`src/rtl/adder_bist_pkg.sv`:
```
// Shared definitions for the adder BIST block.
// Holds the FSM state enumeration, vector/counter widths and the reference
// sum used to judge the adder under test.
package adder_bist_pkg;

    localparam int unsigned VEC_COUNT = 512;
    localparam int unsigned IDX_W     = 9;
    localparam int unsigned ERR_W     = 10;

    typedef enum logic [1:0] {
        StIdle,
        StDrive,
        StSample,
        StDone
    } state_e;

    // Golden 5-bit result {carry, sum} of a 4-bit add with carry-in.
    function automatic logic [4:0] ref_sum(input logic [3:0] a,
                                           input logic [3:0] b,
                                           input logic       cin);
        return {1'b0, a} + {1'b0, b} + {4'b0000, cin};
    endfunction

endpackage

```
`src/rtl/bist_vector_gen.sv`:
```
// Vector generator for the adder BIST.
// Holds the 9-bit vector index and the settle counter, and drives the
// operands of the adder under test (zero when not enabled).
// Ports:
//   clk, rst      clock, asynchronous active-high reset
//   clear         restart at vector 0 with the settle counter cleared
//   drive         FSM is holding the current vector for settling
//   step          advance to the next vector
//   enable        operands are presented (otherwise forced to 0)
//   a, b, cin     operands for the adder under test
//   idx           current vector index
//   settled       last settle cycle of the current vector
//   last          current vector is the final one
module bist_vector_gen
    import adder_bist_pkg::*;
#(
    parameter int unsigned SETTLE_CYCLES = 1
) (
    input  logic             clk,
    input  logic             rst,
    input  logic             clear,
    input  logic             drive,
    input  logic             step,
    input  logic             enable,
    output logic [3:0]       a,
    output logic [3:0]       b,
    output logic             cin,
    output logic [IDX_W-1:0] idx,
    output logic             settled,
    output logic             last
);

    logic [IDX_W-1:0] idx_q;
    logic [3:0]       cnt_q;

    always_ff @(posedge clk or posedge rst) begin
        if (rst) begin
            idx_q <= '0;
            cnt_q <= '0;
        end else begin
            if (clear) begin
                idx_q <= '0;
            end else if (step && !last) begin
                // Index stops at the final vector; it never wraps.
                idx_q <= idx_q + 1'b1;
            end

            if (clear) begin
                cnt_q <= '0;
            end else if (drive) begin
                cnt_q <= settled ? 4'd0 : cnt_q + 4'd1;
            end
        end
    end

    always_comb begin
        settled = drive && (cnt_q == 4'(SETTLE_CYCLES - 1));
        last    = (idx_q == IDX_W'(VEC_COUNT - 1));
        idx     = idx_q;
        // Index layout: A outer, B middle, carry-in innermost.
        a       = enable ? idx_q[8:5] : 4'd0;
        b       = enable ? idx_q[4:1] : 4'd0;
        cin     = enable ? idx_q[0]   : 1'b0;
    end

endmodule

```
`src/rtl/adder_bist.sv`:
```
// Built-in self test for an external 4-bit adder.
// Sweeps all 512 operand/carry combinations, holds each for SETTLE_CYCLES
// cycles, then compares the adder response with the reference sum and
// records the error count and the first failing vector.
// Ports:
//   clk, rst             clock, asynchronous active-high reset
//   start                run request (accepted only when idle or done)
//   a_out, b_out, cin_out operands to the adder under test
//   s_in, c_in           sum and carry-out from the adder under test
//   busy, done, pass     run status; pass valid while done
//   err_count            mismatching vectors in the current/last run
//   fail_vec, fail_valid first mismatching vector index and its valid flag
module adder_bist
    import adder_bist_pkg::*;
#(
    parameter int unsigned SETTLE_CYCLES = 1
) (
    input  logic             clk,
    input  logic             rst,
    input  logic             start,
    output logic [3:0]       a_out,
    output logic [3:0]       b_out,
    output logic             cin_out,
    input  logic [3:0]       s_in,
    input  logic             c_in,
    output logic             busy,
    output logic             done,
    output logic             pass,
    output logic [ERR_W-1:0] err_count,
    output logic [IDX_W-1:0] fail_vec,
    output logic             fail_valid
);

    state_e           state_q, state_d;
    logic [ERR_W-1:0] err_q, err_d;
    logic [IDX_W-1:0] fvec_q, fvec_d;
    logic             fvalid_q, fvalid_d;

    logic             clear, step, drive, enable;
    logic [IDX_W-1:0] idx;
    logic             settled, last, mismatch;

    bist_vector_gen #(
        .SETTLE_CYCLES (SETTLE_CYCLES)
    ) u_vector_gen (
        .clk     (clk),
        .rst     (rst),
        .clear   (clear),
        .drive   (drive),
        .step    (step),
        .enable  (enable),
        .a       (a_out),
        .b       (b_out),
        .cin     (cin_out),
        .idx     (idx),
        .settled (settled),
        .last    (last)
    );

    always_ff @(posedge clk or posedge rst) begin
        if (rst) begin
            state_q  <= StIdle;
            err_q    <= '0;
            fvec_q   <= '0;
            fvalid_q <= 1'b0;
        end else begin
            state_q  <= state_d;
            err_q    <= err_d;
            fvec_q   <= fvec_d;
            fvalid_q <= fvalid_d;
        end
    end

    assign mismatch = ({c_in, s_in} != ref_sum(a_out, b_out, cin_out));

    always_comb begin
        state_d  = state_q;
        err_d    = err_q;
        fvec_d   = fvec_q;
        fvalid_d = fvalid_q;
        clear    = 1'b0;
        step     = 1'b0;

        unique case (state_q)
            StIdle, StDone: begin
                if (start) begin
                    state_d  = StDrive;
                    clear    = 1'b1;
                    err_d    = '0;
                    fvec_d   = '0;
                    fvalid_d = 1'b0;
                end
            end
            StDrive: begin
                if (settled) begin
                    state_d = StSample;
                end
            end
            StSample: begin
                if (mismatch) begin
                    // At most 512 mismatches per run, so 10 bits never overflow.
                    err_d = err_q + ERR_W'(1);
                    if (!fvalid_q) begin
                        fvec_d   = idx;
                        fvalid_d = 1'b1;
                    end
                end
                if (last) begin
                    state_d = StDone;
                end else begin
                    step    = 1'b1;
                    state_d = StDrive;
                end
            end
            default: state_d = StIdle;
        endcase
    end

    always_comb begin
        drive      = (state_q == StDrive);
        enable     = (state_q == StDrive) || (state_q == StSample);
        busy       = enable;
        done       = (state_q == StDone);
        pass       = done && (err_q == '0);
        err_count  = err_q;
        fail_vec   = fvec_q;
        fail_valid = fvalid_q;
    end

endmodule
```
`config.mk`:
```
export PLATFORM = sky130hd
export DESIGN_NAME = adder_bist
export DESIGN_NICKNAME = d
export VERILOG_FILES = /design/src/rtl/adder_bist_pkg.sv /design/src/rtl/bist_vector_gen.sv /design/src/rtl/adder_bist.sv
export SDC_FILE = /design/constraint.sdc
export NUM_CORES = 1
export LEC_CHECK = 0
export ABC_AREA = 1
export ABC_CLOCK_PERIOD_IN_PS = 8500
export CAP_MARGIN = 20
export CORE_MARGIN = 5
export CORE_UTILIZATION = 30
export DETAILED_ROUTE_END_ITERATION = 12
export PLACE_DENSITY = 0.52
export REMOVE_ABC_BUFFERS = 1
export SYNTH_ARGS = -nofsm -noshare
export SYNTH_HDL_FRONTEND = slang
export SYNTH_SLANG_ARGS = --single-unit
```
`constraint.sdc`:
```
create_clock -name clk -period 8.5 [get_ports clk]
set_input_delay 1.7 -clock clk [delete_from_list [all_inputs] [get_ports clk]]
set_output_delay 1.7 -clock clk [all_outputs]
set_load 0.01 [all_outputs]
```
==> flow_summary_export.csv <==
group,metric,value,unit
power,vdd_drop_max,44.4,µV
sta,slew_viol_final,0,
floorplan,std_cell_rows,32,
placement,hpwl,4030,µm
sta,hold_violations,0,
clock_network,cts_tree,"built",
drt,drtIter0Drc,89,
clock_network,ctsHoldBuffers,0,
global_routing,grt_pass1_vias,1919,
logic_synthesis,ys_types,31,
setup_path,critPathMaxFanout,13,
clock_network,path_clk_slew,80,ps
global_routing,grt_overflow,0,
clock_network,clockBufferDepth,2,
drt,via_per_inst,4.53,
sta,timing.fmax,258,MHz
clock_network,cts_buffers,5,
drt,first_pass_iters,4,
setup_path,timing.rr.end,"fail_vec[4]",
power,pwr-share-comb,25.5,%
power,p_sw_share,32.4,%
global_routing,top_usage_layer,"met2",
clock_network,cts_resized,0,
clock_network,cts.sinks,35,
power,power_density,153,nW/µm²
drt,avgRoutedWirePerCell,11.9,µm
power,p_leak,1.49,nW
setup_path,cp-end-kind,"output port",
setup_path,crit_required,6800,ps
floorplan,die_h,98.4,µm
logic_synthesis,yosysWarnings,0,
logic_synthesis,avgSynthCellArea,7.35,µm²
global_routing,use_met2,18.2,%
finish,instances_no_fill,458,
worst_hold_path,min_path_type,"reg -> reg",
finish,drive_gt1_share,6.74,%
sta,setup_viol,0,
logic_synthesis,synth_seq_area_share,37.4,%
sta,skew,11.6,ps
drt,drc,0,
sta,worstMarginPinSlew,961,ps
global_routing,use_met1,15.6,%
clock_network,clkLatencyLatePin,290,ps
finish,areaGrowthSynthToFinish,23.2,%
drt,drt_wl_total,5450,µm
clock_network,cts-root-buf,"clkbuf_8",
power,seqPwrFrac,47.2,%
finish,antenna_cells,0,
placement,gp_congestion,0.776,
logic_synthesis,netlist_instances,319,
drt,ant_nets,0,
floorplan,die_area,9680,µm²
worst_hold_path,min_to,"fail_vec[5]",
clock_network,h-tree-depth,2,
power,intPower,0.000299,W
placement,portBuffers,39,
finish,fill_cells,836,
sta,hold_ws,473,ps
setup_path,cp_data_arrival_time,2180,ps
sta,fin_crit_sh,45.6,%
global_routing,grt_pass1_wl,9190,µm
logic_synthesis,synth_seq_cells,35,
global_routing,track_usage,11.4,%
floorplan,core,7690,µm²
floorplan,pin_count,40,
sta,tns,0,ps
power,p_switching,0.000144,W
power,finalPower,0.000443,W
placement,place_inst,450,
finish,mostFrequentLayoutCells,"nand2_1 (82), inv_1 (53), clkdlybuf4s50_1 (39)",
global_routing,met3_usage,2.43,%
job,cap_violations,0,
finish,final_core_util,37.6,%
finish,layout_commonest_cell,"nand2_1",
logic_synthesis,netlist_area,2340,µm²
status,outcome,"finished, final reports clean",
sta,slew_headroom,35.9,%
sta,period_needed,3880,ps
worst_hold_path,whs_path_depth,2,
setup_path,critPathLaunchType,"register",
setup_path,r2r_setup_slack,5170,ps
power,clkPwrFrac,27.3,%
floorplan,die_width,98.4,µm
setup_path,rr_worst_depth,15,
clock_network,cts_setup_buffers,0,
setup_path,r2r_start,"state_q[0]",
worst_hold_path,min-delay-start,"fail_vec[5]",
drt,vias,2076,
global_routing,antenna_found_initial,0,
finish,fin_nets,378,
global_routing,grt_max_degree,36,
setup_path,path_class,"reg -> out",
floorplan,start_util,30.5,%
sta,grt_setup_unrepaired,"false",
## stage by stage
| stage | setup slack, ps | area [µm²] |
|---|---|---|
| after floorplan | 5500 | 2280 |
| after global placement | 5000 | 2800 |
| after detailed placement | 4930 | 2800 |
| after CTS | 4620 | 2890 |
| after global routing | 4500 | 2890 |
| final | 4620 | 2890 |
## critical path, stage by stage, from the launching register on
cell and delay (ps):
dfrtp_1 430, inv_1 70, ha_1 480, nor2_1 310, clkdlybuf4s50_1 590
## cell type report
cell class / count / area, µm² / area share [%]
clock inverters: 2 / 12.5 / 0.433
inverters: 54 / 203 / 7.02
repair buffers: 40 / 398 / 13.8
well taps: 102 / 128 / 4.42
flip-flops and latches: 35 / 876 / 30.3
clock buffers: 6 / 72.6 / 2.51
multi-input cells: 219 / 1200 / 41.5
## worst max-delay path by stage
stage | from | endpoint
6_report | state_q[0] | a_out[1]
5_1_grt | state_q[0] | a_out[1]
2_1_floorplan | state_q[0] | fail_vec[0]
3_3_place_gp | state_q[0] | a_out[1]
4_1_cts | state_q[0] | a_out[1]
3_5_place_dp | state_q[0] | a_out[1]
## cell usage after synthesis
cell | instances | share of area (%)
fa_1 | 2 | 1.7
nand2_2 | 6 | 1.6
inv_1 | 53 | 8.5
inv_2 | 1 | 0.16
o31ai_1 | 1 | 0.32
nand3_4 | 2 | 1.5
or2_2 | 2 | 0.53
ha_1 | 13 | 6.9
nand4_1 | 23 | 6.1
nor2_2 | 1 | 0.27
a21boi_2 | 1 | 0.48
nor4_1 | 1 | 0.27
buf_8 | 1 | 0.64
nor2_4 | 1 | 0.48
dfrtp_1 | 35 | 37
buf_4 | 3 | 0.96
o22ai_1 | 2 | 0.53
buf_2 | 3 | 0.64
a31oi_1 | 1 | 0.27
xor2_1 | 3 | 1.1
nor3_1 | 2 | 0.43
nand3b_1 | 1 | 0.32
nand3_1 | 18 | 3.8
nand2_1 | 82 | 13
nor2_1 | 34 | 5.4
o21ai_0 | 10 | 2.1
a21oi_1 | 8 | 1.7
buf_1 | 1 | 0.16
clkbuf_1 | 3 | 0.48
xnor2_1 | 3 | 1.1
nand3_2 | 2 | 0.85
## state kept, by name, summed over array words and instances (netlist names)
signal / cells
err_count: 10
fail_vec: 9
u_vector_gen.idx: 9
u_vector_gen.cnt_q: 4
state_q: 2
fail_valid: 1
## kinds of logic after synthesis
group,share of synthesized area [%]
compound gates,5.44
xor+xnor,2.24
fa+ha+maj,8.64
buf+inv,11.5
flops,37.4
simple gates,34.8
## power groups by stage
| stage | Sequential [W] | Combinational (W) | Clock, W |
|---|---|---|---|
| after global placement | 0.000213 | 0.000113 | 0 |
| final | 0.000209 | 0.000113 | 0.000121 |
| after floorplan | 0.000217 | 0.0000547 | 0 |
| after CTS | 0.000210 | 0.000115 | 0.000125 |
| after global routing | 0.000213 | 0.000127 | 0.000133 |
| after detailed placement | 0.000213 | 0.000115 | 0 |
## routing by layer
metal  part of all wire, %  wire [µm]  vias to the layer above
li1                      -          -                     1081
met1                    49       2680                      955
met2                    46       2510                       35
met3                   4.1        221                        5
met4                  0.90         49                        0
met5                     0          0                        -
Note: power is estimated with default switching activity, not from simulation.
